File: config.mk
export PLATFORM = sky130hd
export DESIGN_NAME = vinsn_scoreboard
export DESIGN_NICKNAME = d
export VERILOG_FILES = /design/src/rtl/vinsn_scoreboard.sv
export SDC_FILE = /design/constraint.sdc
export NUM_CORES = 1
export LEC_CHECK = 0
export ABC_AREA = 1
export CORE_ASPECT_RATIO = 1.1
export CORE_MARGIN = 2
export CORE_UTILIZATION = 55
export DETAILED_ROUTE_END_ITERATION = 7
export PLACE_DENSITY = 0.8
export REMOVE_ABC_BUFFERS = 1
export SKIP_LAST_GASP = 1
export SLEW_MARGIN = 20
export SYNTH_ARGS = -nofsm -noshare
export SYNTH_HDL_FRONTEND = slang
export SYNTH_SLANG_ARGS = --single-unit
File: constraint.sdc
create_clock -name clk_i -period 6.8 [get_ports clk_i]
set_input_delay 1.7 -clock clk_i [delete_from_list [all_inputs] [get_ports clk_i]]
set_output_delay 1.7 -clock clk_i [all_outputs]
set_load 0.02 [all_outputs]
File: src/rtl/vinsn_scoreboard.sv
// Vector instruction scoreboard: tracks up to MaxInflight issued vector
// instructions and stalls issue on table-full, duplicate-ID and RAW/WAW/WAR
// register hazards. Entries retire on done pulses and are dropped by flush.
module vinsn_scoreboard #(
    parameter  int unsigned NrVReg      = 32,
    parameter  int unsigned MaxInflight = 4,
    parameter  int unsigned IdWidth     = 3,
    localparam int unsigned VRegW       = $clog2(NrVReg),
    localparam int unsigned CntW        = $clog2(MaxInflight + 1)
) (
    input  logic               clk_i,
    input  logic               rst_i,
    input  logic               flush_i,
    input  logic               issue_valid_i,
    output logic               issue_ready_o,
    input  logic [IdWidth-1:0] issue_id_i,
    input  logic [VRegW-1:0]   issue_vd_i,
    input  logic               issue_vd_we_i,
    input  logic [VRegW-1:0]   issue_vs1_i,
    input  logic               issue_vs1_re_i,
    input  logic [VRegW-1:0]   issue_vs2_i,
    input  logic               issue_vs2_re_i,
    input  logic               done_valid_i,
    input  logic [IdWidth-1:0] done_id_i,
    output logic [CntW-1:0]    inflight_cnt_o,
    output logic               empty_o,
    output logic [NrVReg-1:0]  busy_vreg_o,
    output logic               unknown_done_o
);

    // Table storage: valid bits are reset, payload is only meaningful when valid.
    logic [MaxInflight-1:0] valid_q, valid_d;
    logic [IdWidth-1:0]     id_q  [MaxInflight];
    logic [VRegW-1:0]       vd_q  [MaxInflight];
    logic [VRegW-1:0]       vs1_q [MaxInflight];
    logic [VRegW-1:0]       vs2_q [MaxInflight];
    logic [MaxInflight-1:0] we_q, re1_q, re2_q;

    logic [CntW-1:0]        cnt_q, cnt_d;
    logic                   unknown_q, unknown_d;

    logic [MaxInflight-1:0] entryHazard;
    logic [MaxInflight-1:0] doneMatch;
    logic [MaxInflight-1:0] freeSlot;
    logic                   freeFound;
    logic                   accept;

    // Per-entry conflict of the offered insn against the registered table only.
    always_comb begin
        entryHazard = '0;
        for (int e = 0; e < MaxInflight; e++) begin
            entryHazard[e] = valid_q[e] & (
                  (issue_vs1_re_i & we_q[e]  & (issue_vs1_i == vd_q[e]))
                | (issue_vs2_re_i & we_q[e]  & (issue_vs2_i == vd_q[e]))
                | (issue_vd_we_i  & we_q[e]  & (issue_vd_i  == vd_q[e]))
                | (issue_vd_we_i  & re1_q[e] & (issue_vd_i  == vs1_q[e]))
                | (issue_vd_we_i  & re2_q[e] & (issue_vd_i  == vs2_q[e]))
                | (issue_id_i == id_q[e]));
        end
    end

    // One-hot pick of the lowest-index free entry for the next accepted insn.
    always_comb begin
        freeSlot  = '0;
        freeFound = 1'b0;
        for (int e = 0; e < MaxInflight; e++) begin
            if (!valid_q[e] && !freeFound) begin
                freeSlot[e] = 1'b1;
                freeFound   = 1'b1;
            end
        end
    end

    // Locate the entry retired by this cycle's done pulse (IDs are unique in the table).
    always_comb begin
        doneMatch = '0;
        for (int e = 0; e < MaxInflight; e++) begin
            doneMatch[e] = done_valid_i & valid_q[e] & (done_id_i == id_q[e]);
        end
    end

    assign issue_ready_o = !rst_i && !flush_i
                         && (cnt_q < CntW'(MaxInflight))
                         && !(|entryHazard);
    assign accept        = issue_valid_i & issue_ready_o;

    // Next-state for valid bits, occupancy count and the sticky unknown-done flag.
    always_comb begin
        valid_d   = valid_q;
        cnt_d     = cnt_q;
        unknown_d = unknown_q;
        if (flush_i) begin
            valid_d = '0;
            cnt_d   = '0;
        end else begin
            valid_d = (valid_q & ~doneMatch) | ({MaxInflight{accept}} & freeSlot);
            cnt_d   = cnt_q + CntW'(accept) - CntW'(|doneMatch);
            if (done_valid_i && !(|doneMatch)) begin
                unknown_d = 1'b1;
            end
        end
    end

    // Control state with asynchronous reset so the table empties immediately.
    always_ff @(posedge clk_i or posedge rst_i) begin
        if (rst_i) begin
            valid_q   <= '0;
            cnt_q     <= '0;
            unknown_q <= 1'b0;
        end else begin
            valid_q   <= valid_d;
            cnt_q     <= cnt_d;
            unknown_q <= unknown_d;
        end
    end

    // Payload capture into the chosen free entry when an insn is accepted.
    always_ff @(posedge clk_i) begin
        for (int e = 0; e < MaxInflight; e++) begin
            if (accept && freeSlot[e]) begin
                id_q[e]  <= issue_id_i;
                vd_q[e]  <= issue_vd_i;
                we_q[e]  <= issue_vd_we_i;
                vs1_q[e] <= issue_vs1_i;
                re1_q[e] <= issue_vs1_re_i;
                vs2_q[e] <= issue_vs2_i;
                re2_q[e] <= issue_vs2_re_i;
            end
        end
    end

    // Destination registers claimed by valid writing entries.
    always_comb begin
        busy_vreg_o = '0;
        for (int e = 0; e < MaxInflight; e++) begin
            if (valid_q[e] && we_q[e]) begin
                busy_vreg_o[vd_q[e]] = 1'b1;
            end
        end
    end

    assign inflight_cnt_o = cnt_q;
    assign empty_o        = (cnt_q == '0);
    assign unknown_done_o = unknown_q;

endmodule
-- Word level (Yosys, flattened, before mapping)
Memory sizes are Yosys's and may differ from the RTL's.
Index checks and enable logic that the tools add are counted.
- add/subtract/negate cells: 2
- order comparisons: 9
- reductions and logical operators: 44
- eq/ne operators: 28
- multiplexer cells: 64
- bitwise operators: 81
- operator list (kind ; count):
    32-bit two-way mux ; 4
    5-bit == test ; 20
    32-bit OR ; 3
    1-bit bitwise AND ; 53
    5-bit two-way mux ; 9
    5-bit OR reduction ; 9
    1-bit two-way mux ; 30
    3-bit == test ; 8
    5-bit by 6-bit less-than comparator with 1-bit output (second input constant) ; 4
    2-bit two-way mux ; 12
    1-bit demux with 5-bit select ; 4
    5-bit by 1-bit greater-or-equal comparator with 1-bit output (second input constant) ; 4
    1-bit OR ; 20
    1-bit logical AND ; 19
    3-bit two-way mux ; 4
    1-bit logical NOT ; 9
    3-bit OR reduction ; 3
    4-bit bitwise AND ; 2
    4-bit OR reduction ; 2
    4-bit two-way mux ; 1
    4-bit inverter ; 1
    4-bit OR ; 1
    3-bit by 1-bit adder with 3-bit output ; 1
    3-bit logical NOT ; 1
    other kinds (4) ; 4
- input bits: 29
- memories: 4
- logic and storage cells: 247
- memory bits (writable): 72
- register bits: 20
- output and inout port bits: 38
- memory list (name ; depth ; width ; rd ports ; clocked after Yosys merged registers in ; wr ports ; RTL line ; text):
    vd_q ; 4 ; 5 ; 4 ; 0 ; 1 ; 34 ; logic [VRegW-1:0] vd_q [MaxInflight];
    vs1_q ; 4 ; 5 ; 4 ; 0 ; 1 ; 35 ; logic [VRegW-1:0] vs1_q [MaxInflight];
    vs2_q ; 4 ; 5 ; 4 ; 0 ; 1 ; 36 ; logic [VRegW-1:0] vs2_q [MaxInflight];
    id_q ; 4 ; 3 ; 4 ; 0 ; 1 ; 33 ; logic [IdWidth-1:0] id_q [MaxInflight];

-- Depth between registers and ports, before layout
Gate-level depths: netlist of the first run.
- depth after elaboration: 19
- mapped depth: 20
- mapped depth without buffers: 19

-- Worst setup path after synthesis of the first run
No wires, ideal clock.
- path kind: input-to-output
- from: input issue_vd_i[1]
- to: output issue_ready_o
- buffers on the path: 1
- data required time: 5100 ps
- arrival time: 2877 ps
- stages on the path: 12
- slack: 2223 ps
- cell sequence: inv_1 buf_2 nand2_1 nand2_1 a21oi_1 nand3_1 nand2_1 inv_1 nand2_1 nand2_1 nand2_2 nor3_1
- word-level cells in the longest chain between the ends: 10
- elaborated cells between the ends (all ways): 47
- classes of those cells: eq/ne: 12; bitwise: 32; reduce/logical: 3
- RTL lines (element ; RTL line ; text):
    from (decl) ; 17 ; input logic [VRegW-1:0] issue_vd_i,
    5-bit == test ; 55 ; | (issue_vd_we_i & we_q[e] & (issue_vd_i == vd_q[e]))
    1-bit bitwise AND ; 55 ;
    1-bit OR ; 55 ;
    1-bit OR ; 56 ; | (issue_vd_we_i & re1_q[e] & (issue_vd_i == vs1_q[e]))
    1-bit OR ; 57 ; | (issue_vd_we_i & re2_q[e] & (issue_vd_i == vs2_q[e]))
    1-bit OR ; 58 ; | (issue_id_i == id_q[e]));
    1-bit bitwise AND ; 52 ; entryHazard[e] = valid_q[e] & (
    4-bit OR reduction * ; 84 ; && !(|entryHazard);
    1-bit logical NOT * ; 84 ;
    1-bit logical AND * ; 84 ;
    to (decl) ; 15 ; output logic issue_ready_o,
Mark *: on every way between the ends. The rest lies on a longest branch, timed or not.

-- Worst setup path in the final report of the first run
- from: input issue_vd_i[2]
- to: output issue_ready_o
The elaborated chain is that of the path after synthesis.

==> reports/qor.yml, run 1 <==
synth-async-reset-ratio_pct: 8.696
ys_warn_count: 0
ys_ff_latch: 92
vias_per_cell: 6.178
max_freq_ghz: 0.1593
tritoncts: "done"
die_area_mm2: 0.01197
rsz0062_at_grt: "false"
fin_tns_setup_ns: 0
grt_pass1_wl_um: 33660
clock_sinks: 92
fin_crit_ns: 6.277
hold_path.class: "flip-flop to flip-flop"
finish.utilization_pct: 65.88
gp_congestion: 1.007
grt-ovfl-total: 0
crit_path_max_fanout: 17
synth_edf_count: 84
worstSetupPathType: "input pin to primary output"
drive_gt1_share_pct: 5.155
syn_area_per_cell_um2: 7.546
synthesis.area_mm2: 0.006112
port_buffers: 66
drc: 0
synth_top_area_cell: "edfxtp_1"
seq_area_frac_synth_pct: 44.54
grt_pass1_vias: 6137
first_pass_iters: 7
areaGrowthSynthToFinish_pct: 17.05
die_y_um: 114.6
core_mm2: 0.01086
slew_viol_final: 0
diodes: 0
worstSetupEndpointType: "primary output"
antenna_found_initial: 0
worst_skew_pair.late_latency_ns: 0.35
maxSlewHeadroom_pct: 30.61
ys_types: 39
clkSlewWorstSetupHoldPaths_ns: 0.07
timing.final.crit_share_pct: 92.31
netlist.area_leader.share_pct: 41.27
outcome: "complete, no violations"
synth_most_common_cell: "nand2_1"
cp.arrival_ns: 4.58
ys_top_cells_by_area: "edfxtp_1 (41%), nand2_1 (15%), nor2_1 (6.9%), inv_1 (6.0%), nand3_1 (4.7%)"
leakage_nw: 2.972
synthCells: 810
drtIter0Drc: 727
nets: 901
hpwl_um: 15700
fp.dieW_um: 104.5
ctsHtreeMaxLevel: 3
startpoint_type: "input pin"
track_usage_pct: 37.15
drt-total-wl_um: 21880
initial_utilization_pct: 56.28
root_buffer: "clkbuf_16"
cts_setup_buffers: 0
setup_viol: 0
numCtsBuffers: 9
startpoint: "issue_vd_i[2]"
skew_ns: 0.01470
worst_slew_pin_slew_ns: 1.040
cts_buffer_depth: 2
timing.rr.start: "vd_q[0][3]"
avgRoutedWirePerCell_um: 21.45
grt_max_degree: 22
ant_nets: 0
pin_count: 67
ys.flop_type: "edfxtp_1"
cts-resized-gates: 0
num_vias: 6302
ir_drop_mv: 0.1702
cap_violations: 0
powerDensity_mw_per_mm2: 178.6
holdBufCountCts: 0
synth_common_cells: "nand2_1 (240), nor2_1 (112), inv_1 (97)"
hold_start: "unknown_done_o"
critical_path_required_ns: 5.10
hold_violations: 0
num_rows: 40
-- area by class of cell --
cell class	count	area (um2)
clock buffer	9	225.2
clock inverter	6	71.32
fill	911	3706
inverter	107	402.9
multi-input combinational	590	2865
sequential	92	2723
tap	147	183.9
timing repair buffer	69	683.2
-- per-layer routing --
layer | vias up | routed length (um) | track usage (%)
li1 | 2802 | - | -
met1 | 2923 | 7953 | 47.95
met2 | 493 | 10100 | 60.57
met3 | 84 | 3001 | 9.960
met4 | 0 | 832 | 13.42
met5 | - | 0 | 0
-- cell usage in the layout, fill, tap and decap left out, types with 3 or more instances in the layout --
cell	instances
clkbuf_16	9
nor2_1	111
o2111ai_1	4
or2_2	8
edfxtp_1	84
clkdlybuf4s50_1	66
nor4_1	5
buf_4	3
xor2_1	17
inv_2	9
a21oi_1	21
nand4_1	3
nand3_1	57
nand2_1	240
o221ai_1	25
o21ai_1	5
nor3_1	28
a22oi_1	6
xnor2_1	12
inv_1	97
dfrtp_1	8
a31oi_1	6
o21ai_0	23
-- critical path, cell delays in order --
cell and delay [ns]:
clkdlybuf4s50_1 0.93, inv_2 0.23, o21ai_0 0.25, nor2_1 0.09, nand3_1 0.09, nand2_1 0.06
nor2_1 0.09, nand2_1 0.06, nand2_1 0.06, nand2_1 0.08, nor3_1 0.24, clkdlybuf4s50_1 0.69
-- stage by stage --
stage | hold WS, ns | cell area (um2) | total power (W) | std cells | setup WS, ns
3_3_place_gp | 0.4707 | 6853 | 0.0007748 | 1005 | 0.7411
4_1_cts | 0.5069 | 7149 | 0.001273 | 1020 | 0.5743
6_report | 0.5021 | 7154 | 0.001278 | 1020 | 0.5232
3_5_place_dp | 0.4814 | 6853 | 0.0007783 | 1005 | 0.6006
5_1_grt | 0.5188 | 7154 | 0.001311 | 1020 | 0.3559
2_1_floorplan | 0.5503 | 5983 | 0.0007076 | 789 | 2.201
-- logic make-up (layout without fill, tap and decap cells) --
group,after synthesis,count (layout),synth area share [%]
AO/OA/AOI/OAI,98,98,10.58
flip-flops,92,92,44.54
XOR/XNOR,30,30,4.422
AND/OR/NAND/NOR,459,459,31.01
buffers and inverters,128,191,8.700
adder cells (fa/ha/maj),3,3,0.7369
-- where the power goes --
group          internal (W)  switching (W)
clock              0.000286       0.000221
sequential         0.000625     0.00000898
combinational     0.0000477      0.0000887
-- sequential cells by signal, summed over array words and instances (netlist names) --
signal and flops:
unknown_done_o 1, re2_q 4, valid_q 4, vs2_q 20
id_q 12, vs1_q 20, we_q 4, re1_q 4
vd_q 20, inflight_cnt_o 3
-- worst paths after layout --
path / end / slack, ns / depth (start not counted)
setup / recovery: issue_ready_o / 0.52 / 12
hold / removal: unknown_done_o / 0.50 / 1
setup reg to reg: inflight_cnt_o[2] / 3.61 / 19
hold reg to reg: unknown_done_o / 0.50 / 1
max in group asynchronous: inflight_cnt_o[1] / 4.96 / 2
min in group asynchronous: inflight_cnt_o[2] / 1.62 / 2
Power figures use the tool's default switching activity.
==> inputs of run 2 (changes only) <==
DONT_BUFFER_PORTS = 1   (was default)
PLACE_DENSITY = 0.72   (was 0.8)
SKIP_CTS_REPAIR_TIMING = 1   (was default)
==> run 2 against run 1 <==
Clock power is 4% lower. Clock skew is 0.0024 ns lower. Worst setup slack improved by 1.4 ns. First-iteration DRC count decreased by 5.8%. Global-route usage decreased by 2.0 points. Fmax is 28% higher. Critical path depth down 1. Register-to-register slack better by 0.07 ns. Total power decreased by 5.5%. Largest cell class unchanged.
==> reports/qor.yml, run 2 (synthesis results as in run 1) <==
n_fill_cell: 1006
die_area_mm2: 0.01197
areaGrowthSynthToFinish_pct: 6.141
reg_top3: "vd_q x20, vs1_q x20, vs2_q x20"
gp_congestion: 1.019
root_buffer: "clkbuf_16"
cp.buffers_inverters: 2
die_y_um: 114.6
layout.cells.most_common: "nand2_1"
p_total_w: 0.001207
ant_nets: 0
numCtsBuffers: 9
drtIter0Drc: 685
leakage_nw: 2.735
num_vias: 5939
drc: 0
antenna_found_initial: 0
tritoncts: "done"
crit_family: "simple AND/OR/NAND/NOR gates"
drive_gt1_share_pct: 5.693
nets: 835
ir_drop_mv: 0.1999
core_mm2: 0.01086
cts_buffer_depth: 2
maxSlewHeadroom_pct: 31.96
r2r_cells: 19
outcome: "complete, no violations"
p_seq_share_pct: 52.6
slew_viol_final: 0
cp.depth: 11
clock_power_share_pct: 40.5
worst_slew_pin_slew_ns: 1.019
pin_count: 67
critical_path_required_ns: 5.10
vias_per_cell: 6.219
cap_violations: 0
hpwl_um: 14400
grt_max_degree: 22
most-common-layout-cells: "nand2_1 (240), nor2_1 (111), inv_1 (97)"
fin_crit_ns: 4.909
holdWs_ns: 0.6308
crit_path_max_fanout: 15
finish.utilization_pct: 59.74
grt_pass1_wl_um: 31490
holdPathStages: 1
path_common_cell: "nand2_1"
first_pass_iters: 6
rsz0062_at_grt: "false"
initial_utilization_pct: 56.28
hold_path.class: "flip-flop to flip-flop"
worst_skew_pair.late_latency_ns: 0.35
port_buffers: 0
startpoint_type: "input pin"
combPwrFrac_pct: 6.9
powerDensity_mw_per_mm2: 186.1
critical_path.cell_chain: "inv_1, nand2_1, o21ai_0, nor2_1, nand3_1, nand2_1, inv_1, nand2_1, nand2_1, nand2_1, nor3_1"
setup_viol: 0
skew_ns: 0.01226
num_rows: 40
cp.arrival_ns: 3.21
avgRoutedWirePerCell_um: 21.62
grt-ovfl-total: 0
max_freq_ghz: 0.2037
internal_power_w: 0.0009111
fin_tns_setup_ns: 0
drt-total-wl_um: 20640
grt_pass1_vias: 5598
timing.final.crit_share_pct: 72.19
worstSetupEndpointType: "primary output"
crit_slowest_cell: "nor3_1"
worst_path_largest_cell_delay_ns: 0.58
p_sw_share_pct: 24.54
ctsHtreeMaxLevel: 3
placed_area_mm2: 0.006197
track_usage_pct: 35.13
worstSetupPathType: "input pin to primary output"
clkSlewWorstSetupHoldPaths_ns: 0.07
p_switching_w: 0.0002963
hold_violations: 0
diodes: 0
fp.dieW_um: 104.5
final_area_mm2: 0.006487
clock_sinks: 92
## run 2: worst register-to-register path: stages, from the launching register on
cell and delay, ns:
edfxtp_1 0.63, inv_1 0.37, nand2_1 0.09, nand2_1 0.08, nor2_1 0.05, nand3_1 0.07
nand2_1 0.09, nor2_1 0.12, nand2_1 0.06, nand2_1 0.05, nand2_1 0.09, inv_2 0.10
nand3_2 0.11, ha_1 0.28, inv_1 0.05, ha_1 0.13, inv_1 0.05, fa_1 0.37
xor2_1 0.18, nor2_1 0.06
## run 2: metrics by stage
| stage | setup WS, ns | std cells |
|---|---|---|
| 6_report | 1.891 | 955 |
| 4_1_cts | 1.881 | 955 |
| 3_5_place_dp | 1.885 | 939 |
| 2_1_floorplan | 2.201 | 789 |
| 5_1_grt | 1.740 | 955 |
| 3_3_place_gp | 1.902 | 939 |
## run 2: path summary, 6_finish.rpt
kind / from / slack [ns] / to
setup reg to reg: vd_q[0][2] / 3.68 / inflight_cnt_o[2]
setup / recovery: issue_vd_i[1] / 1.89 / issue_ready_o
hold reg to reg: unknown_done_o / 0.63 / unknown_done_o
max in group asynchronous: rst_i / 5.40 / valid_q[2]
hold / removal: unknown_done_o / 0.63 / unknown_done_o
min in group asynchronous: rst_i / 1.17 / unknown_done_o
## run 2: area by class of cell
type	count	area, um2	share of cell area [%]
Sequential cell	92	2723	41.97
Clock buffer	9	225.2	3.472
Clock inverter	7	65.06	1.003
Timing Repair Buffer	3	22.52	0.3472
Inverter	107	402.9	6.210
Tap cell	147	183.9	2.835
Multi-Input combinational cell	590	2865	44.17
## run 2: per-layer routing
| layer | up-vias | track usage [%] | wire [um] |
|---|---|---|---|
| met4 | 0 | 18.11 | 864 |
| met5 | - | 0 | 0 |
| met3 | 85 | 7.001 | 2404 |
| met2 | 436 | 56.95 | 9592 |
| met1 | 2744 | 44.95 | 7784 |
| li1 | 2674 | - | - |
## run 2: power by group through the flow
stage	Clock [W]	Sequential (W)	Combinational (W)
2_1_floorplan	0	0.000644	0.0000639
3_3_place_gp	0	0.000647	0.0000802
3_5_place_dp	0	0.000647	0.0000820
4_1_cts	0.000495	0.000635	0.0000825
5_1_grt	0.000516	0.000636	0.0000943
6_report	0.000489	0.000635	0.0000831
==> inputs of run 3 (changes only) <==
clock period = 4.6 ns   (was 6.8 ns; I/O delays follow)
==> run 3 against run 2 <==
Final cell count is 0.52% higher. Die area stayed put. Largest power group unchanged. Non-clock buffer count rose by 5. Largest cell class unchanged. Routed wire length down 3.2%. Total power grew 55%. Critical path type unchanged. Global-route usage fell by 0.76 points.
==> reports/qor.yml, run 3 (synthesis results as in run 1) <==
grt_max_degree: 22
worst_path_largest_cell_delay_ns: 0.26
core_mm2: 0.01086
worst_skew_pair.late_latency_ns: 0.35
fin_crit_ns: 3.567
fin_tns_setup_ns: 0
worst_slew_pin_slew_ns: 0.7314
first_pass_iters: 6
die_area_mm2: 0.01197
cp.buffers_inverters: 2
top_layer: "met4"
wl_met1_um: 7496
fp.dieW_um: 104.5
antenna_found_initial: 0
outcome: "complete, no violations"
drt-total-wl_um: 19980
grt_pass1_wl_um: 31140
cap_violations: 0
critical_path_required_ns: 3.45
rr_endpoint: "inflight_cnt_o[2]"
maxSlewHeadroom_pct: 51.06
timing.rr.start: "vd_q[0][3]"
port_buffers: 0
most-common-layout-cells: "nand2_1 (240), nor2_1 (111), inv_1 (97)"
r2r_setup_slack_ns: 1.48
startpoint_type: "input pin"
worst_slack_ns: 1.033
skew_ns: 0.009243
areaGrowthSynthToFinish_pct: 7.288
ant_nets: 0
initial_utilization_pct: 56.28
dp.cells: 944
crit_family: "simple AND/OR/NAND/NOR gates"
finish.utilization_pct: 60.38
clkSlewWorstSetupHoldPaths_ns: 0.06
timing.final.crit_share_pct: 77.53
cp.arrival_ns: 2.42
worstSetupEndpointType: "primary output"
track_usage_pct: 34.36
rsz0062_at_grt: "false"
drive_gt1_share_pct: 6.150
grt_pass1_vias: 5644
ctsHtreeMaxLevel: 3
drtIter0Drc: 633
vias_per_cell: 6.075
slew_viol_final: 0
clock_sinks: 92
worstSetupPathType: "input pin to primary output"
dr_wl_met3_um: 2261
wl_met2_um: 9355
root_buffer: "clkbuf_16"
avgRoutedWirePerCell_um: 20.81
r2r_cells: 19
cts_buffer_depth: 2
hold_path.class: "input pin to asynchronous set/reset pin"
num_rows: 40
numCtsBuffers: 9
leakage_nw: 2.783
hold_violations: 0
tritoncts: "done"
gp_congestion: 1.003
ir_drop_mv: 0.2659
crit_slowest_cell: "inv_1"
num_vias: 5832
reg_top3: "vd_q x20, vs1_q x20, vs2_q x20"
powerDensity_mw_per_mm2: 285.0
final_cells: 960
drc: 0
critical_path.cell_chain: "inv_1, nand2_1, nand2_1, nor2_1, nand3_1, nand2_1, nor2_1, nand2_1, nand2_1, nand2_1, nor3_1, buf_4"
max_freq_ghz: 0.2804
pre_cts_slack_ns: 1.076
die_y_um: 114.6
path_common_cell: "nand2_1"
grt-ovfl-total: 0
holdWs_ns: 0.6324
nets: 840
hpwl_um: 14270
pin_count: 67
setup_viol: 0
layout.cells.most_common: "nand2_1"
diodes: 0
crit_path_max_fanout: 15
==> run 3: changes by cell type in the layout (fill, tap and decap cells not counted) <==
cell / change
inv_6: +1
buf_4: +5
nor3_2: -1
inv_8: -1
clkinv_2: +1
clkinvlp_4: -1
nor3_1: +1
clkinv_4: -2
bufinv_16: +2
==> run 3: power breakdown <==
part | internal (W) | switching, W | total [W]
Clock | 0.000485 | 0.000321 | 0.000806
Sequential | 0.000925 | 0.0000142 | 0.000939
Combinational | 0.0000438 | 0.0000803 | 0.000124
Total | 0.00145 | 0.000416 | 0.00187
==> run 3: routing by layer <==
metal	track usage (%)	vias to the layer above
li1	-	2678
met5	0	-
met1	43.43	2646
met3	7.114	92
met2	56.69	416
met4	16.67	0
==> run 3: layout make-up <==
class | instances | area [um2]
Sequential cell | 92 | 2723
Clock buffer | 9 | 225.2
Inverter | 107 | 402.9
Multi-Input combinational cell | 590 | 2860
Tap cell | 147 | 183.9
Fill cell | 986 | 4303
Timing Repair Buffer | 8 | 60.06
Clock inverter | 7 | 102.6
==> run 3: how the worst max path moves through the flow <==
stage,end,start,cells past startpoint
5_1_grt,issue_ready_o,issue_vd_i[1],12
2_1_floorplan,issue_ready_o,issue_vd_i[1],11
3_3_place_gp,issue_ready_o,issue_vd_i[4],12
4_1_cts,issue_ready_o,issue_vd_i[1],12
6_report,issue_ready_o,issue_vd_i[1],12
3_5_place_dp,issue_ready_o,issue_vd_i[1],12
==> run 3: worst reg2reg max path: stages, from the launching register on <==
cell,delay [ns]
edfxtp_1,0.62
inv_2,0.32
nand2_1,0.09
nand2_1,0.07
nor2_1,0.04
nand3_1,0.16
nand2_1,0.08
nor2_1,0.09
nand2_1,0.07
nand2_1,0.05
nand2_1,0.08
inv_2,0.10
nand3_2,0.11
ha_1,0.29
inv_1,0.06
ha_1,0.13
inv_1,0.05
fa_1,0.37
xor2_1,0.17
nor2_1,0.06
==> run 3: stage by stage <==
| stage | area [um2] | power, W |
|---|---|---|
| after floorplan | 5983 | 0.001046 |
| after global placement | 6230 | 0.001076 |
| after detailed placement | 6230 | 0.001078 |
| after CTS | 6558 | 0.001874 |
| after global routing | 6558 | 0.001924 |
| final | 6558 | 0.001869 |
